`src/rtl/round_sat_pkg.sv`:
```
// round_sat_pkg: shared types and helpers for the round/saturate pipeline.
//   round_mode_e : per-sample rounding mode carried with each sample
//   out_max/out_min : largest/smallest value of a signed word of a given width
package round_sat_pkg;

   typedef enum logic [1:0] {
      RND_TRUNC     = 2'b00,
      RND_HALF_UP   = 2'b01,
      RND_HALF_EVEN = 2'b10,
      RND_RSVD      = 2'b11
   } round_mode_e;

   function automatic longint out_max(input int width);
      return (64'sd1 <<< (width - 1)) - 64'sd1;
   endfunction

   function automatic longint out_min(input int width);
      return -(64'sd1 <<< (width - 1));
   endfunction

endpackage

```
`src/rtl/round_sat_pipe_round_incr.sv`:
```
// round_incr: combinational rounding decision for one accumulator sample.
//   data_in : signed accumulator word
//   mode    : rounding mode
//   raw     : data_in arithmetically shifted right by FRAC_DIFF (floor)
//   inc     : 1 when the rounded result is raw + 1
module round_incr
   import round_sat_pkg::*;
#(
   parameter int ACC_WIDTH = 42,
   parameter int FRAC_DIFF = 17,
   localparam int RAW_WIDTH = ACC_WIDTH - FRAC_DIFF
) (
   input  logic signed [ACC_WIDTH-1:0] data_in,
   input  round_mode_e                 mode,
   output logic signed [RAW_WIDTH-1:0] raw,
   output logic                        inc
);

   logic guard_s;
   logic rest_s;

   // Split the word into kept part, guard bit and sticky rest; pick the increment.
   always_comb begin
      raw     = data_in[ACC_WIDTH-1:FRAC_DIFF];
      guard_s = data_in[FRAC_DIFF-1];
      rest_s  = |data_in[FRAC_DIFF-2:0];
      inc     = 1'b0;
      case (mode)
         RND_TRUNC:     inc = 1'b0;
         RND_HALF_UP:   inc = guard_s;
         // An exact tie (guard set, rest clear) rounds up only if raw is odd.
         RND_HALF_EVEN: inc = guard_s & (rest_s | data_in[FRAC_DIFF]);
         RND_RSVD:      inc = guard_s & (rest_s | data_in[FRAC_DIFF]);
         default:       inc = guard_s & (rest_s | data_in[FRAC_DIFF]);
      endcase
   end

endmodule

```
`src/rtl/round_sat_pipe.sv`:
```
// round_sat_pipe: two-stage requantiser from a wide accumulator word to a
// narrow signed output with selectable rounding, saturation flags,
// valid/ready backpressure and per-channel saturation event counters.
//   clk, rst            : clock, synchronous active-high reset
//   data_in/ch_in/mode_in/valid_in/ready_in : input stream
//   data_out/ch_out/overflow/underflow/valid_out/ready_out : output stream
//   cnt_sel/ovf_cnt/unf_cnt : counter readback (combinational mux)
//   cnt_clr             : synchronous clear of all counters
module round_sat_pipe
   import round_sat_pkg::*;
#(
   parameter int ACC_WIDTH = 42,
   parameter int ACC_FRAC  = 32,
   parameter int OUT_WIDTH = 16,
   parameter int OUT_FRAC  = 15,
   parameter int NUM_CH    = 4,
   parameter int CNT_WIDTH = 16,
   localparam int CH_WIDTH = (NUM_CH > 1) ? $clog2(NUM_CH) : 1
) (
   input  logic                        clk,
   input  logic                        rst,
   input  logic signed [ACC_WIDTH-1:0] data_in,
   input  logic        [CH_WIDTH-1:0]  ch_in,
   input  round_mode_e                 mode_in,
   input  logic                        valid_in,
   output logic                        ready_in,
   output logic signed [OUT_WIDTH-1:0] data_out,
   output logic        [CH_WIDTH-1:0]  ch_out,
   output logic                        overflow,
   output logic                        underflow,
   output logic                        valid_out,
   input  logic                        ready_out,
   input  logic        [CH_WIDTH-1:0]  cnt_sel,
   output logic        [CNT_WIDTH-1:0] ovf_cnt,
   output logic        [CNT_WIDTH-1:0] unf_cnt,
   input  logic                        cnt_clr
);

   localparam int FRAC_DIFF = ACC_FRAC - OUT_FRAC;
   localparam int RAW_WIDTH = ACC_WIDTH - FRAC_DIFF;
   localparam int SUM_WIDTH = RAW_WIDTH + 1;
   // Counter arrays cover every encodable tag so indexing never leaves the array.
   localparam int CNT_SLOTS = 1 << CH_WIDTH;

   localparam logic signed [SUM_WIDTH-1:0] SUM_MAX = SUM_WIDTH'(out_max(OUT_WIDTH));
   localparam logic signed [SUM_WIDTH-1:0] SUM_MIN = SUM_WIDTH'(out_min(OUT_WIDTH));
   localparam logic signed [OUT_WIDTH-1:0] OUT_MAX = OUT_WIDTH'(out_max(OUT_WIDTH));
   localparam logic signed [OUT_WIDTH-1:0] OUT_MIN = OUT_WIDTH'(out_min(OUT_WIDTH));
   localparam logic [CNT_WIDTH-1:0] CNT_ZERO = {CNT_WIDTH{1'b0}};
   localparam logic [CNT_WIDTH-1:0] CNT_ONE  = {{(CNT_WIDTH-1){1'b0}}, 1'b1};
   localparam logic [CNT_WIDTH-1:0] CNT_FULL = {CNT_WIDTH{1'b1}};

   generate
      if (FRAC_DIFF < 2) begin : g_bad_frac_diff
         $error("round_sat_pipe: ACC_FRAC - OUT_FRAC must be at least 2");
      end
      if (RAW_WIDTH < OUT_WIDTH) begin : g_bad_widths
         $error("round_sat_pipe: ACC_WIDTH - FRAC_DIFF must be at least OUT_WIDTH");
      end
   endgenerate

   logic                        en_s;
   logic                        accept_s;
   logic                        out_hs_s;
   logic signed [RAW_WIDTH-1:0] raw_s;
   logic                        inc_s;
   logic signed [SUM_WIDTH-1:0] sum_s;

   logic                        s1_valid_r;
   logic signed [SUM_WIDTH-1:0] s1_sum_r;
   logic        [CH_WIDTH-1:0]  s1_ch_r;

   logic signed [OUT_WIDTH-1:0] sat_data_s;
   logic                        sat_ovf_s;
   logic                        sat_unf_s;

   logic [CNT_WIDTH-1:0] ovf_cnt_r [CNT_SLOTS];
   logic [CNT_WIDTH-1:0] unf_cnt_r [CNT_SLOTS];

   round_incr #(
      .ACC_WIDTH (ACC_WIDTH),
      .FRAC_DIFF (FRAC_DIFF)
   ) u_round_incr (
      .data_in (data_in),
      .mode    (mode_in),
      .raw     (raw_s),
      .inc     (inc_s)
   );

   // Handshake: the whole pipe advances whenever the output slot is free or draining.
   always_comb begin
      en_s     = ready_out | ~valid_out;
      ready_in = en_s;
      accept_s = valid_in & en_s;
      out_hs_s = valid_out & ready_out;
   end

   // Rounded sum is one bit wider than raw so raw = max plus one cannot wrap.
   always_comb begin
      sum_s = {raw_s[RAW_WIDTH-1], raw_s} + {{RAW_WIDTH{1'b0}}, inc_s};
   end

   // Saturation decided on the full-width sum, never on the truncated word.
   always_comb begin
      sat_data_s = s1_sum_r[OUT_WIDTH-1:0];
      sat_ovf_s  = 1'b0;
      sat_unf_s  = 1'b0;
      if (s1_sum_r > SUM_MAX) begin
         sat_data_s = OUT_MAX;
         sat_ovf_s  = 1'b1;
      end else if (s1_sum_r < SUM_MIN) begin
         sat_data_s = OUT_MIN;
         sat_unf_s  = 1'b1;
      end else begin
         sat_data_s = s1_sum_r[OUT_WIDTH-1:0];
      end
   end

   // Stage 1: capture the rounded sum and tag of each accepted sample.
   always_ff @(posedge clk) begin
      if (rst) begin
         s1_valid_r <= 1'b0;
         s1_sum_r   <= {SUM_WIDTH{1'b0}};
         s1_ch_r    <= {CH_WIDTH{1'b0}};
      end else if (en_s) begin
         s1_valid_r <= valid_in;
         if (accept_s) begin
            s1_sum_r <= sum_s;
            s1_ch_r  <= ch_in;
         end
      end
   end

   // Stage 2: registered saturated output; payload only reloads on a real sample.
   always_ff @(posedge clk) begin
      if (rst) begin
         valid_out <= 1'b0;
         data_out  <= {OUT_WIDTH{1'b0}};
         ch_out    <= {CH_WIDTH{1'b0}};
         overflow  <= 1'b0;
         underflow <= 1'b0;
      end else if (en_s) begin
         valid_out <= s1_valid_r;
         if (s1_valid_r) begin
            data_out  <= sat_data_s;
            ch_out    <= s1_ch_r;
            overflow  <= sat_ovf_s;
            underflow <= sat_unf_s;
         end
      end
   end

   // Per-channel saturating event counters; a clear wins over a coincident increment.
   always_ff @(posedge clk) begin
      if (rst || cnt_clr) begin
         for (int i = 0; i < CNT_SLOTS; i++) begin
            ovf_cnt_r[i] <= CNT_ZERO;
            unf_cnt_r[i] <= CNT_ZERO;
         end
      end else if (out_hs_s) begin
         if (overflow && (ovf_cnt_r[ch_out] != CNT_FULL)) begin
            ovf_cnt_r[ch_out] <= ovf_cnt_r[ch_out] + CNT_ONE;
         end
         if (underflow && (unf_cnt_r[ch_out] != CNT_FULL)) begin
            unf_cnt_r[ch_out] <= unf_cnt_r[ch_out] + CNT_ONE;
         end
      end
   end

   // Counter readback mux.
   always_comb begin
      ovf_cnt = ovf_cnt_r[cnt_sel];
      unf_cnt = unf_cnt_r[cnt_sel];
   end

endmodule

```
`config.mk`:
```
export PLATFORM = sky130hd
export DESIGN_NAME = round_sat_pipe
export DESIGN_NICKNAME = d
export VERILOG_FILES = /design/src/rtl/round_sat_pkg.sv /design/src/rtl/round_sat_pipe_round_incr.sv /design/src/rtl/round_sat_pipe.sv
export SDC_FILE = /design/constraint.sdc
export NUM_CORES = 1
export LEC_CHECK = 0
export CAP_MARGIN = 10
export CORE_UTILIZATION = 45
export DETAILED_ROUTE_END_ITERATION = 6
export HOLD_SLACK_MARGIN = 0.08
export PLACE_DENSITY = 0.69
export SYNTH_ARGS = -nofsm -noshare
export SYNTH_HDL_FRONTEND = slang
export SYNTH_HIERARCHICAL = 1
export SYNTH_SLANG_ARGS = --single-unit
export TNS_END_PERCENT = 30
```
`constraint.sdc`:
```
create_clock -name clk -period 3.7 [get_ports clk]
set_input_delay 0.74 -clock clk [delete_from_list [all_inputs] [get_ports clk]]
set_output_delay 0.74 -clock clk [all_outputs]
set_load 0.02 [all_outputs]
```
==> run_results.csv, run 1 <==
group,metric,value,unit
logic_synthesis,synth.cells.most_frequent,"sky130_fd_sc_hd__nor2_1 (148), sky130_fd_sc_hd__edfxtp_1 (128), sky130_fd_sc_hd__nand2_1 (58), sky130_fd_sc_hd__dfxtp_1 (52), sky130_fd_sc_hd__mux4_2 (41)",
timing,grt_setup_unrepaired,"no",
worst_setup_path,path_buf_inv,3,
timing,highest_attainable_clock_frequency,314.9,MHz
pwr,switching_part_of_the_total,23.72,%
logic_synthesis,synth_seq_area_share,51.18,%
pwr,cellPowerDensity,416.9,nW/µm²
logic_synthesis,synth-async-reset-ratio,0,%
logic_synthesis,synth_flop_cell,"sky130_fd_sc_hd__edfxtp_1",
worst_setup_path,worstPathArrival,2.44,ns
floorplanning,core_region_area,20490,µm²
logic_synthesis,synth_top_area_cell,"sky130_fd_sc_hd__edfxtp_1",
global_routing,grt_overflow,0,
drt,drt_first_iter_violations,484,
pwr,static-leakage-power,3.828,nW
worst_setup_path,cpLargestDelayFamily,"buffers and inverters",
finish,drive_above_1_share,14.78,%
clock_network,clock-sinks,180,
clock_network,worst_skew_pair.late_latency,0.42,ns
logic_synthesis,netlist_area,9544,µm²
pwr,sequentialPowerShare,49.2,%
clock_network,worst_setup_hold_path_clk_slew,0.06,ns
clock_network,cts_inserted_buffers,17,
clock_network,postCtsResizedCells,0,
worst_setup_path,setup.worst_path.start_class,"input pin",
logic_synthesis,synthCells,776,
global_routing,antenna_violations_before_repair,0,
worst_setup_path,worstPathMaxFanout,32,
global_routing,use_met3,3.241,%
floorplanning,boundary_pins,107,
timing,worst_slew_margin_rel,21.33,%
timing,final-hold-violation-count,0,
worst_setup_path,ff2ff_path_depth,7,
placement,detailedPlacementHpwl,13730,µm
flow_run,maxCapViolations,0,
global_routing,met2_usage_in_global_routing,32.29,%
timing,finalSetupViolCount,0,
logic_synthesis,synth_top_area_share,40.27,%
timing,fin_crit,3.175,ns
drt,post_drt_via_cell_ratio,5.625,
worst_setup_path,path_cells,"clkdlybuf4s50_1 -> buf_12 -> mux4_2 -> clkdlybuf4s50_1",
drt,detailedRoute.firstPassIterationCount,6,
logic_synthesis,synth.yosys.warnings,6,
floorplanning,design.die.area,21800,µm²
global_routing,pin_count_of_the_biggest_net_entering_global_routing,53,
hold_path,timing.hold.worst.class,"reg -> reg",
logic_synthesis,synth.distinct_cells,53,
global_routing,grt_util_all_layers,19.83,%
pwr,clockPowerShare,39.0,%
clock_network,cts.root.buffer_cell,"sky130_fd_sc_hd__clkbuf_16",
timing,fin_tns_setup,0,ns
finish,fillers,1734,
clock_network,clockBufferDepth,2,
clock_network,postCtsHoldBufs,0,
floorplanning,die_width,147.6,µm
finish,area_taken_by_multi_input_logic_gates,4104,µm²
timing,clock-skew-final,0.01074,ns
clock_network,tritoncts,"built",
finish,diodes,0,
finish,seq_area,4886,µm²
logic_synthesis,synth_edf_count,128,
floorplanning,fp.dieH,147.6,µm
logic_synthesis,synth_top_area_cells,"sky130_fd_sc_hd__edfxtp_1 (40%), sky130_fd_sc_hd__dfxtp_1 (11%), sky130_fd_sc_hd__mux4_2 (9.7%)",
global_routing,grt_most_used_layer,"met2",
logic_synthesis,synth_most_common_cell,"sky130_fd_sc_hd__nor2_1",
drt,wirelength,20780,µm
clock_network,cts_max_level,4,
clock_network,post_cts_repair_timing_setup_buffer_count,0,
global_routing,first_global_vias,6206,
worst_setup_path,sort_of_element_at_the_end_of_the_critical_path,"output port",
worst_setup_path,reg2reg_slack,0.57,ns
worst_setup_path,critPathMostFrequentCell,"sky130_fd_sc_hd__clkdlybuf4s50_1",
pwr,p_int,3.571,mW
drt,route.detailed.wl_per_inst,18.29,µm
global_routing,grt_pass1_wl,33240,µm
logic_synthesis,syn-mean-instance-area,12.30,µm²
floorplanning,num_rows,52,
pwr,net-switching-power,1.111,mW
worst_setup_path,crit_path_top_delay_cell,"sky130_fd_sc_hd__clkdlybuf4s50_1",
worst_setup_path,max_stage_delay,0.56,ns
timing,whs,0.4528,ns
finish,area_growth,17.68,%
logic_synthesis,syn-num-nets,833,
placement,gpl.final_weighted_congestion,0.8213,
hold_path,holdPathStages,2,
pwr,p_total,4.682,mW
pwr,share_comb_of_total_power,11.8,%
placement,io_buffer_count,106,
worst_setup_path,worstSetupPathType,"in -> out",
floorplanning,start_util,46.57,%
logic_synthesis,ys_seq_elements,180,
drt,drt_drc_violations_left,0,
run_status,status,"completed",
timing,timing.final.max_slew_violations,0,
pwr,worst_ir_drop_vdd,0.2938,mV
drt,vias,6390,
drt,antenna_left,0,
hold_path,hold_path_end,"s1_ch_r[0]$_SDFFE_PP0P_",
timing,max_slew.worst_pin.slew,1.173,ns
hold_path,holdCritStartpoint,"s1_ch_r[0]$_SDFFE_PP0P_",
global_routing,groute.layer.met1.usage,27.50,%
finish,finish.net_count,911,
timing,timing.final.crit_share,85.82,%
worst_setup_path,r2r-end,"ovf_cnt_r[0][12]$_SDFFCE_PN0P_",
worst_setup_path,worst-endpoint-required,2.96,ns
-- kinds of logic after synthesis --
logic type	Yosys count	share of synthesized area [%]
DFF	180	51.18
AOI/OAI and AO/OA	91	6.870
muxes	64	16.01
xor gates and xnor gates	47	4.313
buffers and inverters	85	5.873
adders and majority gates	4	0.5244
and+or+nand+nor	305	15.23
-- sequential cells by signal, indices dropped and copies added (netlist names), named ones only --
name / cells
ovf_cnt_r: 64
s1_valid_r: 1
ch_out: 2
underflow: 1
s1_sum_r: 26
unf_cnt_r: 64
valid_out: 1
s1_ch_r: 2
overflow: 1
data_out: 16
-- how the worst max path moves through the flow --
stage,startpoint,to,slack [ns],cells past startpoint
CTS,cnt_sel[1],unf_cnt[1],0.51,4
finish,cnt_sel[1],unf_cnt[1],0.52,4
global placement,mode_in[1],s1_sum_r[25]$_SDFFE_PP0P_,0.37,10
detailed placement,mode_in[1],s1_sum_r[25]$_SDFFE_PP0P_,0.32,10
floorplan,flip-flop,unf_cnt_r[3][0]$_DFFE_PP_,0.04,11
global route,flip-flop,unf_cnt_r[0][11]$_SDFFCE_PN0P_,0.37,7
-- cell usage in the layout, fill, tap and decap left out, drive strengths merged, types with 3 or more instances in the layout --
cell type      count
a211oi            21
nand2             59
nor2             158
nor3              11
dfxtp             52
edfxtp           128
xor2               9
or3                5
a21oi             35
ha                 4
clkbuf            19
xnor2             38
clkinv             5
and2               4
bufinv             3
mux4              64
and4               4
clkdlybuf4s50    104
nor4              18
o21ai              7
buf               28
o211ai            16
nand3             20
nand4             12
and3               6
a21o               3
inv               15
-- power by group through the flow --
stage               Sequential [mW]  Clock [mW]  Combinational [mW]
CTS                            2.30        1.86               0.557
global route                   2.31        1.94               0.592
finish                         2.30        1.83               0.551
global placement               2.34           0               0.552
floorplan                      2.35           0               0.341
detailed placement             2.35           0               0.554
-- area by class of cell --
type	instances	area share, %
Timing Repair Buffer	132	11.32
Inverter	12	0.4010
Tap cell	270	3.008
Multi-Input combinational cell	511	36.54
Clock inverter	12	1.381
Clock buffer	19	3.854
Sequential cell	180	43.50
-- per-layer routing --
layer  part of all wire [%]  routed length, µm
met2                     48              10060
met3                    5.5               1150
met1                     45               9344
met4                    1.0                216
met5                      0                  0
-- metrics by stage --
step / std cells / worst slack [ns] / instance area, µm² / utilization, %
floorplan: 776 / 0.03601 / 9544 / -
global placement: 1105 / 0.3672 / 10640 / 51.94
detailed placement: 1105 / 0.3154 / 10640 / 51.94
CTS: 1136 / 0.5121 / 11230 / 54.80
global route: 1136 / 0.3713 / 11230 / 54.80
finish: 1136 / 0.5247 / 11230 / 54.80
-- tightest hold or removal path, cell delays in order (launching register included) --
cell and delay (ns):
sky130_fd_sc_hd__dfxtp_1 0.31, sky130_fd_sc_hd__nand2_1 0.05, sky130_fd_sc_hd__a21oi_1 0.05
(Power assumes the default switching activity.)
==> inputs of run 2 (changes only) <==
--- a/config.mk
+++ b/config.mk
@@ -6,6 +6,7 @@
 export NUM_CORES = 1
 export LEC_CHECK = 0
 export CAP_MARGIN = 10
+export CORE_ASPECT_RATIO = 0.5
 export CORE_UTILIZATION = 45
 export DETAILED_ROUTE_END_ITERATION = 6
 export HOLD_SLACK_MARGIN = 0.08
==> run 2 against run 1 <==
Against the previous run: clock power about the same; worst setup slack worse by 0.015 ns; clock skew about the same; total power about the same; first-iteration DRC count up 2.1%; routed wire length up 2.4%; non-clock buffer count down 2; largest cell class unchanged.
==> run_results.csv, run 2 (synthesis results as in run 1) <==
group,metric,value,unit
drt,detailedRoute.firstPassIterationCount,5,
pwr,p_total,4.687,mW
drt,wirelength,21280,µm
finish,drive_above_1_share,14.80,%
global_routing,grt_pass1_wl,33860,µm
global_routing,pin_count_of_the_biggest_net_entering_global_routing,53,
placement,io_buffer_count,106,
global_routing,groute.layer.met1.usage,26.66,%
run_status,status,"completed",
drt,antenna_left,0,
floorplanning,design.die.area,21830,µm²
timing,finalSetupViolCount,0,
clock_network,worst_skew_pair.late_latency,0.43,ns
worst_setup_path,worstSetupPathType,"in -> out",
timing,grt_setup_unrepaired,"no",
global_routing,grt_overflow,0,
timing,worst_slew_margin_rel,20.99,%
timing,fin_crit,3.190,ns
global_routing,antenna_violations_before_repair,0,
drt,vias,6444,
clock_network,cts_max_level,4,
floorplanning,boundary_pins,107,
timing,clock-skew-final,0.01042,ns
pwr,worst_ir_drop_vdd,0.3138,mV
drt,drt_first_iter_violations,494,
timing,fin_ws,0.5095,ns
pwr,cellPowerDensity,417.5,nW/µm²
finish,fillers,1724,
clock_network,worst_setup_hold_path_clk_slew,0.07,ns
timing,whs,0.4510,ns
floorplanning,fp.dieH,105.0,µm
global_routing,grt_util_all_layers,20.14,%
placement,pre_cts_slack,0.2761,ns
worst_setup_path,setup.worst_path.start_class,"input pin",
floorplanning,start_util,46.22,%
worst_setup_path,worstPathMaxFanout,32,
global_routing,met2_usage_in_global_routing,33.87,%
drt,drt_drc_violations_left,0,
global_routing,use_met3,3.667,%
clock_network,cts_inserted_buffers,17,
clock_network,postCtsResizedCells,0,
worst_setup_path,sort_of_element_at_the_end_of_the_critical_path,"output port",
finish,finish.net_count,909,
finish,layout.cells.most_common_list,"sky130_fd_sc_hd__nor2_1 (148), sky130_fd_sc_hd__edfxtp_1 (128), sky130_fd_sc_hd__clkdlybuf4s50_1 (104)",
pwr,static-leakage-power,3.818,nW
clock_network,clockBufferDepth,2,
finish,diodes,0,
worst_setup_path,worst-endpoint-required,2.96,ns
hold_path,timing.hold.worst.class,"reg -> reg",
floorplanning,num_rows,37,
flow_run,maxCapViolations,0,
drt,route.detailed.wl_per_inst,18.70,µm
floorplanning,core_region_area,20650,µm²
finish,mostFrequentLayoutCell,"sky130_fd_sc_hd__nor2_1",
drt,post_drt_via_cell_ratio,5.663,
floorplanning,die_width,208.0,µm
timing,timing.final.crit_share,86.23,%
timing,highest_attainable_clock_frequency,313.4,MHz
clock_network,clock-sinks,180,
global_routing,first_global_vias,6427,
global_routing,grt_most_used_layer,"met2",
timing,fin_tns_setup,0,ns
worst_setup_path,worstPathArrival,2.45,ns
finish,area_growth,17.62,%
finish,largest_registers,"ovf_cnt_r x64, unf_cnt_r x64, s1_sum_r x26",
clock_network,tritoncts,"built",
clock_network,postCtsHoldBufs,0,
timing,max_slew.worst_pin.slew,1.178,ns
clock_network,post_cts_repair_timing_setup_buffer_count,0,
timing,timing.final.max_slew_violations,0,
placement,detailedPlacementHpwl,14100,µm
timing,final-hold-violation-count,0,
placement,gpl.final_weighted_congestion,0.7580,
clock_network,cts.root.buffer_cell,"sky130_fd_sc_hd__clkbuf_16",
[run 2: layout make-up]
class | instances | area (µm²) | area share (%)
Clock inverter | 15 | 167.7 | 1.494
Timing Repair Buffer | 130 | 1256 | 11.19
Sequential cell | 180 | 4886 | 43.52
Clock buffer | 17 | 425.4 | 3.790
Inverter | 12 | 45.04 | 0.4012
Multi-Input combinational cell | 511 | 4104 | 36.56
Tap cell | 273 | 341.6 | 3.043
[run 2: final timing paths]
check / startpoint / to / slack [ns] / cells after the start
worst max-delay path: cnt_sel[1] / unf_cnt[2] / 0.51 / 4
worst min-delay path: data_out[14]$_SDFFE_PP0P_ / data_out[14]$_SDFFE_PP0P_ / 0.45 / 2
worst max register to register: flip-flop / ovf_cnt_r[3][8]$_DFFE_PP_ / 0.73 / 8
worst min register to register: data_out[14]$_SDFFE_PP0P_ / data_out[14]$_SDFFE_PP0P_ / 0.45 / 2
[run 2: critical path: stages]
cell and delay, ns:
sky130_fd_sc_hd__clkdlybuf4s50_1 0.50, sky130_fd_sc_hd__buf_12 0.24, sky130_fd_sc_hd__mux4_2 0.39, sky130_fd_sc_hd__clkdlybuf4s50_1 0.56
[run 2: through the flow]
step	util [%]	cells	cell area, µm²
3_3_place_gp	51.50	1106	10630
4_1_cts	54.37	1138	11230
3_5_place_dp	51.50	1106	10630
6_report	54.37	1138	11230
5_1_grt	54.37	1138	11230
2_1_floorplan	-	776	9544
[run 2: metal layers]
metal / part of all wire [%] / wire (µm)
met3: 5.5 / 1166
met1: 44 / 9357
met5: 0 / 0
met2: 49 / 10490
met4: 1.2 / 261
[run 2: where the power goes]
group	internal [mW]	switching (mW)
registers	2.25	0.0549
logic	0.258	0.296
clock network	1.01	0.815
total	3.52	1.17
==> inputs of run 3 (changes only) <==
--- a/config.mk
+++ b/config.mk
@@ -8,6 +8,7 @@
 export CAP_MARGIN = 10
 export CORE_ASPECT_RATIO = 0.5
 export CORE_UTILIZATION = 45
+export CTS_CLUSTER_DIAMETER = 200
 export DETAILED_ROUTE_END_ITERATION = 6
 export HOLD_SLACK_MARGIN = 0.08
 export PLACE_DENSITY = 0.69
==> results of run 3 <==
The final DEF is identical to that of run 2; final timing and power are the same.
